File: config.mk
export PLATFORM = sky130hd
export DESIGN_NAME = seg_capture
export DESIGN_NICKNAME = d
export VERILOG_FILES = /design/src/rtl/seg_capture.sv
export SDC_FILE = /design/constraint.sdc
export NUM_CORES = 1
export LEC_CHECK = 0
export ABC_CLOCK_PERIOD_IN_PS = 3600
export CORE_ASPECT_RATIO = 0.75
export CORE_MARGIN = 3
export CORE_UTILIZATION = 55
export DETAILED_ROUTE_END_ITERATION = 10
export DONT_BUFFER_PORTS = 1
export HOLD_SLACK_MARGIN = 0.08
export PLACE_DENSITY = 0.79
export SYNTH_ARGS = -nofsm -noshare
export SYNTH_HDL_FRONTEND = slang
export SYNTH_SLANG_ARGS = --single-unit
File: constraint.sdc
create_clock -name clk -period 3.6 [get_ports clk]
set_clock_uncertainty 0.1 [all_clocks]
set_input_delay 0.9 -clock clk [delete_from_list [all_inputs] [get_ports clk]]
set_output_delay 0.9 -clock clk [all_outputs]
set_load 0.005 [all_outputs]
File: src/rtl/seg_capture.sv
`default_nettype none
// ============================================================================
// Module   : seg_capture
// Brief    : Recovers a 4-digit hex value from a multiplexed 7-segment scan.
//            Optional decimal-point capture when SEG_CAPTURE_DP_EN is defined.
// Revision : 1.0 - initial release
// ============================================================================
module seg_capture #(
  parameter int STABLE_CYCLES  = 4,
  parameter int TIMEOUT_CYCLES = 65535
) (
  input  logic        clk,
  input  logic        rst_n,
  input  logic [7:0]  seg,
  input  logic [3:0]  an,
  output logic [15:0] value,
  output logic        valid,
  output logic        frame_err,
  output logic [3:0]  dp
);

  localparam int c_idle_w = (TIMEOUT_CYCLES < 2) ? 1 : $clog2(TIMEOUT_CYCLES + 1);
  localparam logic [c_idle_w-1:0] c_timeout     = c_idle_w'(TIMEOUT_CYCLES);
  localparam logic [7:0]          c_stable_last = 8'(STABLE_CYCLES - 1);
`ifdef SEG_CAPTURE_DP_EN
  localparam logic [7:0] c_seg_mask = 8'hFF;
`else
  // Without dp capture the dp line must not disturb settling either.
  localparam logic [7:0] c_seg_mask = 8'h7F;
`endif

  typedef enum logic [1:0] {
    S_IDLE   = 2'd0,
    S_SETTLE = 2'd1,
    S_HOLD   = 2'd2
  } state_t;

  state_t                r_state, w_state_nxt;
  logic [3:0]            r_an_snap;
  logic [7:0]            r_seg_snap;
  logic [7:0]            r_stab_cnt;
  logic [c_idle_w-1:0]   r_idle_cnt;
  logic [3:0]            r_mask, r_err;
  logic [15:0]           r_shadow, r_value;
  logic                  r_frame_err, r_valid;

  logic                  w_an_valid, w_same, w_an_same;
  logic                  w_snap, w_cnt_inc, w_sample, w_complete, w_timeout;
  logic [1:0]            w_idx;
  logic [4:0]            w_dec;
  logic [3:0]            w_mask_m, w_err_m;
  logic [15:0]           w_shadow_m;

  // Returns {err, nibble}; undecodable patterns give err=1, nibble=0.
  function automatic logic [4:0] f_decode(input logic [6:0] s);
    case (s)
      7'h40:   f_decode = 5'h00;
      7'h79:   f_decode = 5'h01;
      7'h24:   f_decode = 5'h02;
      7'h30:   f_decode = 5'h03;
      7'h19:   f_decode = 5'h04;
      7'h12:   f_decode = 5'h05;
      7'h02:   f_decode = 5'h06;
      7'h78:   f_decode = 5'h07;
      7'h00:   f_decode = 5'h08;
      7'h10:   f_decode = 5'h09;
      7'h08:   f_decode = 5'h0A;
      7'h03:   f_decode = 5'h0B;
      7'h46:   f_decode = 5'h0C;
      7'h21:   f_decode = 5'h0D;
      7'h06:   f_decode = 5'h0E;
      7'h0E:   f_decode = 5'h0F;
      default: f_decode = 5'h10;
    endcase
  endfunction

  assign w_an_valid = (an == 4'b1110) || (an == 4'b1101) ||
                      (an == 4'b1011) || (an == 4'b0111);
  assign w_an_same  = (an == r_an_snap);
  assign w_same     = w_an_same && ((seg & c_seg_mask) == r_seg_snap);
  assign w_timeout  = (r_state == S_IDLE) && (r_idle_cnt == c_timeout);
  assign w_dec      = f_decode(r_seg_snap[6:0]);

  always_comb begin
    case (r_an_snap)
      4'b1101: w_idx = 2'd1;
      4'b1011: w_idx = 2'd2;
      4'b0111: w_idx = 2'd3;
      default: w_idx = 2'd0;
    endcase
  end

  always_comb begin
    w_state_nxt = r_state;
    w_snap      = 1'b0;
    w_cnt_inc   = 1'b0;
    w_sample    = 1'b0;
    case (r_state)
      S_IDLE: begin
        if (w_an_valid) begin
          w_snap      = 1'b1;
          w_state_nxt = S_SETTLE;
        end
      end
      S_SETTLE: begin
        if (!w_same) begin
          w_snap      = 1'b1;
          w_state_nxt = w_an_valid ? S_SETTLE : S_IDLE;
        end else if (r_stab_cnt == c_stable_last) begin
          w_sample    = 1'b1;
          w_state_nxt = S_HOLD;
        end else begin
          w_cnt_inc   = 1'b1;
        end
      end
      S_HOLD: begin
        if (!w_an_same) begin
          w_snap      = 1'b1;
          w_state_nxt = w_an_valid ? S_SETTLE : S_IDLE;
        end
      end
      default: w_state_nxt = S_IDLE;
    endcase
  end

  // Merge the digit being sampled so completion can load in the same edge.
  always_comb begin
    w_shadow_m = r_shadow;
    w_err_m    = r_err;
    w_mask_m   = r_mask;
    if (w_sample) begin
      w_shadow_m[{w_idx, 2'b00} +: 4] = w_dec[3:0];
      w_err_m[w_idx]                  = w_dec[4];
      w_mask_m[w_idx]                 = 1'b1;
    end
  end

  assign w_complete = w_sample && (w_mask_m == 4'hF);

  always_ff @(posedge clk or negedge rst_n) begin
    if (!rst_n) begin
      r_state     <= S_IDLE;
      r_an_snap   <= '0;
      r_seg_snap  <= '0;
      r_stab_cnt  <= '0;
      r_idle_cnt  <= '0;
      r_mask      <= '0;
      r_err       <= '0;
      r_shadow    <= '0;
      r_value     <= '0;
      r_frame_err <= 1'b0;
      r_valid     <= 1'b0;
    end else begin
      r_state  <= w_state_nxt;
      r_valid  <= w_complete;
      r_shadow <= w_shadow_m;
      if (w_snap) begin
        r_an_snap  <= an;
        r_seg_snap <= seg & c_seg_mask;
        r_stab_cnt <= '0;
      end else if (w_cnt_inc) begin
        r_stab_cnt <= r_stab_cnt + 8'd1;
      end
      if ((r_state != S_IDLE) || w_an_valid) begin
        r_idle_cnt <= '0;
      end else if (r_idle_cnt != c_timeout) begin
        r_idle_cnt <= r_idle_cnt + 1'b1;
      end
      if (w_complete) begin
        r_value     <= w_shadow_m;
        r_frame_err <= |w_err_m;
        r_mask      <= '0;
        r_err       <= '0;
      end else if (w_timeout) begin
        r_mask <= '0;
        r_err  <= '0;
      end else begin
        r_mask <= w_mask_m;
        r_err  <= w_err_m;
      end
    end
  end

`ifdef SEG_CAPTURE_DP_EN
  logic [3:0] r_dp_slot, r_dp, w_dp_m;

  always_comb begin
    w_dp_m = r_dp_slot;
    if (w_sample) w_dp_m[w_idx] = ~r_seg_snap[7];
  end

  always_ff @(posedge clk or negedge rst_n) begin
    if (!rst_n) begin
      r_dp_slot <= '0;
      r_dp      <= '0;
    end else begin
      r_dp_slot <= w_dp_m;
      if (w_complete) r_dp <= w_dp_m;
    end
  end

  assign dp = r_dp;
`else
  assign dp = 4'b0000;
`endif

  assign value     = r_value;
  assign valid     = r_valid;
  assign frame_err = r_frame_err;

endmodule
`default_nettype wire

After elaboration in Yosys (flattened, before gate mapping)
Cells that the tools add are included.
{ "totals": {"word_cells": 100, "inputBits": 14, "out_inout_bits": 22, "ff_bits": 79} }
{ "classes": {"shifts": 2, "n_lt_le_gt_ge": 2, "n_reduce_logical": 15, "bitwise": 1, "addsub": 3, "muxes": 33, "eq_ne": 33} }
{ "ops": {"columns": ["op", "count"], "rows": [
  ["5-bit one-hot mux with 16 select lines", 1],
  ["16-bit two-way mux", 3],
  ["7-bit equality test, second input constant", 4],
  ["4-bit equality test, second input constant", 6],
  ["4-bit two-way mux", 6],
  ["7-bit by 5-bit equality test with 1-bit output, second input constant", 3],
  ["7-bit by 6-bit equality test with 1-bit output, second input constant", 3],
  ["16-bit by 1-bit adder with 16-bit output, second input constant", 1],
  ["16-bit bitwise mux", 1],
  ["16-bit equality test, second input constant", 1],
  ["8-bit two-way mux", 2],
  ["16-bit != test, second input constant", 1],
  ["4-bit by 6-bit variable shift with 16-bit output, first input constant", 1],
  ["4-bit by 6-bit indexed part select with 16-bit output", 1],
  ["7-bit by 2-bit equality test with 1-bit output, second input constant", 2],
  ["7-bit by 4-bit equality test with 1-bit output, second input constant", 2],
  ["2-bit one-hot mux with 3 select lines", 2],
  ["1-bit two-way mux", 11],
  ["8-bit by 1-bit adder with 8-bit output, second input constant", 1],
  ["4-bit by 3-bit equality test with 1-bit output, second input constant", 2],
  ["8-bit by 2-bit equality test with 1-bit output, second input constant", 1],
  ["2-bit two-way mux", 4],
  ["7-bit by 3-bit equality test with 1-bit output, second input constant", 1],
  ["7-bit equality test", 1],
  ["other kinds (19)", 28]
]} }

Logic depth before layout (Yosys ltp)
Gate-level depths: netlist of the first run.
{ "logic_depth": {"word_depth": 11, "ltp_mapped": 10, "mapped_depth_nobuf": 9} }

Worst setup path after synthesis of the first run
OpenSTA, ideal clock, no wires.
{ "synth_path": {"path_type": "input -> register", "startpoint": "input an[1]", "endpoint": "register r_value[13], in the netlist value[13]", "n_path_buf": 1, "t_required_ps": 3375, "stages": 6, "setup_time_ps": 125, "t_arrival_ps": 2418, "path_slack_ps": 958, "cell_sequence": "xnor2_1 > and4_1 > nand4_2 > nor4_4 > buf_6 > mux2_2"} }
{ "synth_between": {"elab_chain_len": 7} }
{ "synth_rtl": {"columns": ["item", "line_no", "text"], "rows": [
  ["start: declaration", "15", "input logic [3:0] an,"],
  ["4-bit equality test (*)", "79", "assign w_an_same = (an == r_an_snap);"],
  ["1-bit logical AND (*)", "80", "assign w_same = w_an_same && ((seg & c_seg_mask) == r_seg_snap);"],
  ["1-bit two-way mux (*)", "106", "if (!w_same) begin"],
  ["1-bit two-way mux (*)", "98", "case (r_state)"],
  ["4-bit two-way mux", "131", "if (w_sample) begin"],
  ["4-bit equality test", "138", "assign w_complete = w_sample && (w_mask_m == 4'hF);"],
  ["1-bit logical AND", "138", null],
  ["end signal: assignment", "170", "r_value <= w_shadow_m;"],
  ["end: declaration", "44", "logic [15:0] r_shadow, r_value;"]
]} }
Mark *: on every way between the ends. The rest lies on a longest branch, timed or not.
A chain may end at the register's enable or synchronous reset.

Final worst setup path of the first run
{ "layout_path": {"startpoint": "register r_an_snap[3]", "endpoint": "register r_value[4], in the netlist value[4]"} }
{ "layout_between": {"elab_chain_len": 10} }
{ "layout_rtl": {"columns": ["item", "line_no", "text"], "rows": [
  ["start: declaration", "39", "logic [3:0] r_an_snap;"],
  ["start signal: assignment", "158", "r_an_snap <= an;"],
  ["4-bit by 3-bit equality test with 1-bit output / 4-bit equality test (equally long branches)", "85", "case (r_an_snap)"],
  ["2-bit one-hot mux with 3 select lines", "85", null],
  ["2-bit by 3-bit < comparator with 1-bit output (implied by the code) / 2-bit by 1-bit >= comparator with 1-bit output (equally long branches)", "134", "w_mask_m[w_idx] = 1'b1;"],
  ["1-bit logical AND (implied by the code)", "134", null],
  ["1-bit two-way mux (implied by the code)", "134", null],
  ["1-bit demux with 2-bit select", "134", null],
  ["4-bit OR (no source line)", null, null],
  ["4-bit two-way mux", "131", null],
  ["4-bit equality test", "138", null],
  ["1-bit logical AND", "138", null]
]} }
Parallel ways exist; a longest one is shown, timed or not.

==> parameters.txt, run 1 <==
Parameter                              Value

Yosys
  Part of the Yosys area used for sequential elements ... approximately 46%
  Area contributors post-synth ... sky130_fd_sc_hd__dfrtp_1 46%, sky130_fd_sc_hd__mux2_2 4.9%, sky130_fd_sc_hd__xor2_1 4.7%
  Commonest register cell after synthesis ... sky130_fd_sc_hd__dfrtp_1
  Most area-hungry cell type in the Yosys netlist ... sky130_fd_sc_hd__dfrtp_1
  Unique masters post-synth ... 60
  Post-Synthesis Cell Area ... approximately 4300 um2
  Fraction of synthesis flops using an asynchronous set or reset pin ... 100%
  Number of storage elements in the synthesis netlist ... 79
  Post-synth EDFFs ... 0
  Area fraction of the dominant cell type after synthesis ... 45.7%
  Average cell area after synthesis ... 10.3 um2
  Synthesized instance count ... between 400 and 500
  Warning count from the yosys run ... 0

Floorplan
  DIE WIDTH ... between 100 and 150 um
  I/O pin count ... 36
  Initial cell density of the core ... 57.7%
  Chip Height ... approximately 83 um
  Die Outline Area ... roughly 9000 um2
  Row cnt ... 27
  Core box area ... 7500 um2

Cells and area
  Layout overhead on the synthesized area ... 4.14%
  Fin nets ... around 430
  Commonest cells after routing, fill and taps aside ... 79 x sky130_fd_sc_hd__dfrtp_1, 41 x sky130_fd_sc_hd__nor2_1, 24 x sky130_fd_sc_hd__nand2_1
  Fill cell instance count of the final layout ... around 620
  Antenna diode instance count ... 0
  Post-route core utilization ... 60.1%
  Final std cells w/o fill ... ~520
  Ratio of cells with drive above 1 in the final layout ... roughly 15%
  Leading cell type in the layout, fill and taps excluded ... sky130_fd_sc_hd__dfrtp_1

Detailed routing
  Vias after detailed routing ... between 3000 and 4000
  Detail-routed via count per cell ... between 5 and 6
  Antenna Nets Post-Route ... 0
  Average wire per standard cell ... roughly 16 um
  Wirelength, routed ... approximately 8000 um
  Router iterations before antenna repair ... 5
  Number of design rule violations left after detail routing ... 0
  Violation count after the first detailed-route iteration ... between 200 and 250

Worst setup path
  Category of the worst setup path launch point ... flop
  Largest stage delay, worst path ... about 440 ps
  Max Fanout on Critical Path ... 13
  CP max stage cell ... sky130_fd_sc_hd__dfrtp_1
  Ordered list of cells on the worst path ... xor2_1 -> nand3_1 -> inv_1 -> ha_1 -> o22a_1 -> o21ai_0 -> nor4_4 -> buf_4 -> mux2_2
  Worst endpoint required time ... 3740 ps
  Start-to-end type of the worst setup path ... reg2reg
  Kind of capture point of the worst setup path ... flop
  Data arrival time of the worst path ... around 3100 ps

Timing
  Summed negative setup slack over all endpoints ... 0 ps
  Tmin final ... ~3000 ps
  Number of hold-slack violations in the final timing report ... 0
  Achievable frequency ... about 330 MHz
  Finish-stage setup viols ... 0
  Post-route setup slack ... between 600 and 700 ps
  Max Transition Viols Final ... 0
  Share of the clock period used by the worst path ... 83.3%
  Setup repair after global routing missed its margin ... no
  Slew @ Worst Pin ... 915 ps
  Worst slew margin ... between 30% and 40%

Clock network
  Clock tree from TritonCTS ... built
  Clock sinks ... just under 80
  CTS-repair resized insts ... 0
  Maximum count of clock buffers along a single path ... 2
  CTS H-tree lvls ... 3
  Post-CTS Setup Inserts ... 0
  Number of buffers inserted for hold repair after clock tree synthesis ... 0
  TritonCTS buffer count ... 9
  Post-CTS clock slew at the launch and capture registers of the worst setup and hold paths ... about 90 ps
  Cell at the root of the clock tree ... sky130_fd_sc_hd__clkbuf_8
  Clock latency reported for the late side of the worst-skew pair ... roughly 350 ps

Global routing
  Global-route wire length before repair ... around 14000 um
  Maximum number of pins on one net before global-route repair ... 80
  Initial antenna violation count ... 0
  Total global routing overflow ... 0
  Global-route total usage across every layer ... 19.8%
  Vias in the first global route ... 3029

Place
  Final HPWL from detailed placement ... 5640 um
  Placed Cells ... 499
  Pre-CTS worst setup slack ... 624 ps
  Routability cong. ... roughly 0.81
  Number of port buffers ... 0

Min path
  Worst min-delay path class ... in2async

Pwr
  P per Cell Area ... approximately 440 nW/um2
  Total chip power ... ~0.002 W
  IR Drop Worst-Case VDD ... around 0.23 mV
  Static Leak ... 2.12 nW

Outcome
  Run status ... completed

Run
  Number of max-cap violations ... 0
## worst max-delay path, delay by kind of cell, from the launching register on
kind	cells	cell delay, ps
compound gates	2	420
xor+xnor	1	180
fa+ha+maj	1	430
buf+inv	2	450
flops	1	440
mux	1	370
simple gates	2	510
## stage by stage
stage | cell area [um2] | hold WS, ps
final | 4500 | 133
after global routing | 4500 | 100
after CTS | 4500 | 115
after detailed placement | 4320 | 360
after global placement | 4320 | 359
after floorplan | 4340 | 340
## synthesized netlist by cell type, types with 7 or more instances
| library cell | instances |
|---|---|
| sky130_fd_sc_hd__nor2_1 | 41 |
| sky130_fd_sc_hd__clkbuf_1 | 8 |
| sky130_fd_sc_hd__a21boi_0 | 7 |
| sky130_fd_sc_hd__xor2_1 | 23 |
| sky130_fd_sc_hd__nand4_1 | 18 |
| sky130_fd_sc_hd__o21ai_1 | 8 |
| sky130_fd_sc_hd__inv_1 | 13 |
| sky130_fd_sc_hd__a21o_1 | 8 |
| sky130_fd_sc_hd__o21ai_0 | 7 |
| sky130_fd_sc_hd__and4_1 | 7 |
| sky130_fd_sc_hd__a21oi_1 | 15 |
| sky130_fd_sc_hd__nand3_1 | 19 |
| sky130_fd_sc_hd__nand2_1 | 24 |
| sky130_fd_sc_hd__buf_4 | 7 |
| sky130_fd_sc_hd__nor3_1 | 9 |
| sky130_fd_sc_hd__xnor2_1 | 13 |
| sky130_fd_sc_hd__mux2_2 | 19 |
| sky130_fd_sc_hd__dfrtp_1 | 79 |
## cell families (layout without fill, tap and decap cells)
family,Yosys count,count (layout),synth area share (%)
xor gates and xnor gates,36,36,7.29
AOI/OAI and AO/OA,69,69,10.5
and+or+nand+nor,164,164,22.7
DFF,79,79,45.7
muxes,24,24,6.57
buffers and inverters,40,32,5.35
other,1,4,0.0867
adders and majority gates,6,6,1.74
## per-layer routing
layer  up-vias  global-route usage, %  part of all wire, %
met5         -                      0                    0
met2        60                   31.4                   50
met1      1525                   26.8                   46
li1       1474                      -                    -
met3         8                   5.13                  3.7
met4         0                   5.73                 0.80
## layout make-up
type                    instances  area (um2)  share of cell area [%]
multi-input cells             303        2130                    47.2
flip-flops and latches         79        1980                    43.9
clock inverters                 7        65.1                    1.44
clock buffers                   9         124                    2.75
repair buffers                  3        35.0                   0.778
well taps                     101         126                    2.81
inverters                      13        48.8                    1.08
## registers in the layout (all words and copies together), names as in the netlist
register	count
r_stab_cnt	8
r_seg_snap	7
valid	1
r_idle_cnt	16
r_an_snap	4
r_err	4
r_mask	4
r_shadow	16
r_state	2
frame_err	1
value	16
## final timing paths
path	start	end	slack (ps)	depth (start not counted)
setup / recovery	r_an_snap[3]	value[4]	600	9
setup reg to reg	r_an_snap[3]	value[4]	600	9
hold / removal	rst_n	r_seg_snap[0]	130	0
max in group asynchronous	rst_n	r_err[0]	3110	0
hold reg to reg	r_shadow[4]	r_shadow[4]	380	1
min in group clk	r_shadow[4]	r_shadow[4]	380	1
## power breakdown
part / internal, W / leakage, nW / total [W] / switching [W]
registers: 0.000926 / 1.07 / 0.00103 / 0.000103
clock network: 0.000267 / 0.0943 / 0.000626 / 0.000359
logic: 0.000144 / 0.950 / 0.000338 / 0.000194
total: 0.00134 / 2.12 / 0.00199 / 0.000656
(Power assumes the default switching activity.)
==> inputs of run 2 (changes only) <==
Settings changed: ABC_CLOCK_PERIOD_IN_PS 3600 to 2800.
Clock period 3.6 ns to 2.8 ns, I/O delays scaled along.
==> parameters.txt, run 2 (synthesis results as in run 1) <==
Parameter                              Value

Cells and area
  Antenna diode instance count ... 0
  Final instance area ... 4600 um2
  Fin nets ... 436
  Leading cell type in the layout, fill and taps excluded ... sky130_fd_sc_hd__dfrtp_1
  Area used by sequential logic in the layout ... just under 2000 um2
  Area occupied by multi-input gates ... roughly 2100 um2
  Final std cells w/o fill ... 522
  Fill cell instance count of the final layout ... a little over 600
  Ratio of cells with drive above 1 in the final layout ... between 15 and 20%
  Layout overhead on the synthesized area ... 6.39%
  Commonest cells after routing, fill and taps aside ... 79 x sky130_fd_sc_hd__dfrtp_1, 41 x sky130_fd_sc_hd__nor2_1, 24 x sky130_fd_sc_hd__nand2_1

Clock network
  Maximum count of clock buffers along a single path ... 2
  TritonCTS buffer count ... 9
  Post-CTS clock slew at the launch and capture registers of the worst setup and hold paths ... about 90 ps
  Post-CTS Setup Inserts ... 0
  Clock sinks ... approximately 80
  Cell at the root of the clock tree ... sky130_fd_sc_hd__clkbuf_8
  Clock tree from TritonCTS ... built
  CTS H-tree lvls ... 3
  Clock latency reported for the late side of the worst-skew pair ... approximately 350 ps

Global routing
  Initial antenna violation count ... 0
  Global-route wire length before repair ... approximately 15000 um
  Vias in the first global route ... approximately 3000
  Global-route total usage across every layer ... about a fifth
  Maximum number of pins on one net before global-route repair ... 80
  Total global routing overflow ... 0

Floorplan
  Chip Height ... a little over 80 um
  Row cnt ... 27
  I/O pin count ... 36
  Die Outline Area ... about 9000 um2
  DIE WIDTH ... 108 um
  Core box area ... roughly 7500 um2
  Initial cell density of the core ... 57.7%

Detailed routing
  Antenna Nets Post-Route ... 0
  Number of design rule violations left after detail routing ... 0
  Router iterations before antenna repair ... 5
  Average wire per standard cell ... between 15 and 20 um
  Vias after detailed routing ... between 3000 and 4000
  Detail-routed via count per cell ... approximately 5.9
  Violation count after the first detailed-route iteration ... 172
  Wirelength, routed ... between 8000 and 9000 um

Timing
  Post-route setup slack ... between 200 and 300 ps
  Share of the clock period used by the worst path ... 90.8%
  Finish-stage setup viols ... 0
  Max Transition Viols Final ... 0
  Tmin final ... between 2000 and 3000 ps
  Worst slew margin ... between 50 and 60%
  Summed negative setup slack over all endpoints ... 0 ps
  Setup repair after global routing missed its margin ... no
  Number of hold-slack violations in the final timing report ... 0
  Slew @ Worst Pin ... roughly 700 ps
  Achievable frequency ... ~400 MHz

Pwr
  IR Drop Worst-Case VDD ... between 0.4 and 0.5 mV
  Static Leak ... ~2.2 nW
  P per Cell Area ... ~580 nW/um2

Place
  Placed inst area ... 4360 um2
  Number of port buffers ... 0
  Routability cong. ... approximately 0.84
  Pre-CTS worst setup slack ... 121 ps
  Placed Cells ... roughly 510
  Final HPWL from detailed placement ... between 5000 and 6000 um

Worst setup path
  Data arrival time of the worst path ... around 2700 ps
  Start-to-end type of the worst setup path ... reg2reg
  Worst endpoint required time ... 2930 ps
  Category of the worst setup path launch point ... flop
  Kind of capture point of the worst setup path ... flop
  Setup slack of the worst register-to-register path ... about 260 ps
  Max Fanout on Critical Path ... 13

Outcome
  Run status ... completed

Min path
  Worst min-delay path class ... in2async

Run
  Number of max-cap violations ... 0
run 2: cell types whose count changed in the layout (fill, tap and decap cells not counted), sizes merged:
cell / before / now
buf: 3 / 10
bufinv: 0 / 1
inv: 17 / 15
clkinvlp: 1 / 2
run 2: worst paths after layout:
| path | to | start | cells past startpoint |
|---|---|---|---|
| min | value[3] | rst_n | 1 |
| max in group asynchronous | r_err[1] | rst_n | 1 |
| min reg2reg | r_shadow[4] | r_shadow[4] | 1 |
| max reg2reg | value[1] | r_an_snap[3] | 9 |
| max | value[1] | r_an_snap[3] | 9 |
| min in group clk | r_shadow[4] | r_shadow[4] | 1 |
run 2: metrics by stage:
| step | power [W] | hold slack, ps | utilization [%] |
|---|---|---|---|
| detailed placement | 0.00178 | 307 | 58.1 |
| global placement | 0.00176 | 307 | 58.1 |
| global route | 0.00281 | 153 | 61.4 |
| CTS | 0.00269 | 143 | 61.2 |
| floorplan | 0.00170 | 304 | - |
| finish | 0.00266 | 121 | 61.4 |
run 2: metal layers:
metal  wire, um  up-vias  track usage (%)
met5          0        -                0
met4         91        0             5.73
met3        275        9             4.82
met2       4170       48             33.7
met1       3890     1528             25.9
li1           -     1487                -
run 2: power by group:
part           internal [W]  switching (W)  total (W)
clock              0.000421       0.000445   0.000866
combinational      0.000204       0.000271   0.000475
sequential          0.00119       0.000134    0.00132
run 2: layout make-up:
class                   count  share of cell area [%]
multi-input cells         303                    46.5
flip-flops and latches     79                    43.0
well taps                 101                    2.75
clock buffers               9                    2.69
repair buffers             10                    2.34
clock inverters             7                    1.74
inverters                  13                    1.06
run 2: worst max-delay path: stages (launching register included):
cell	delay, ps
sky130_fd_sc_hd__dfrtp_1	440
sky130_fd_sc_hd__xor2_1	160
sky130_fd_sc_hd__nand3_1	210
sky130_fd_sc_hd__inv_1	190
sky130_fd_sc_hd__ha_1	190
sky130_fd_sc_hd__o22a_1	120
sky130_fd_sc_hd__o21ai_1	170
sky130_fd_sc_hd__nor4_4	310
sky130_fd_sc_hd__buf_12	190
sky130_fd_sc_hd__mux2_2	330
run 2: repair_timing:
item / in CTS / in global routing
hold buffers: 1 / 0
endpoints found under the hold margin: 79 / 0
resized for setup: 0 / 3
setup endpoints to repair: 0 / 22
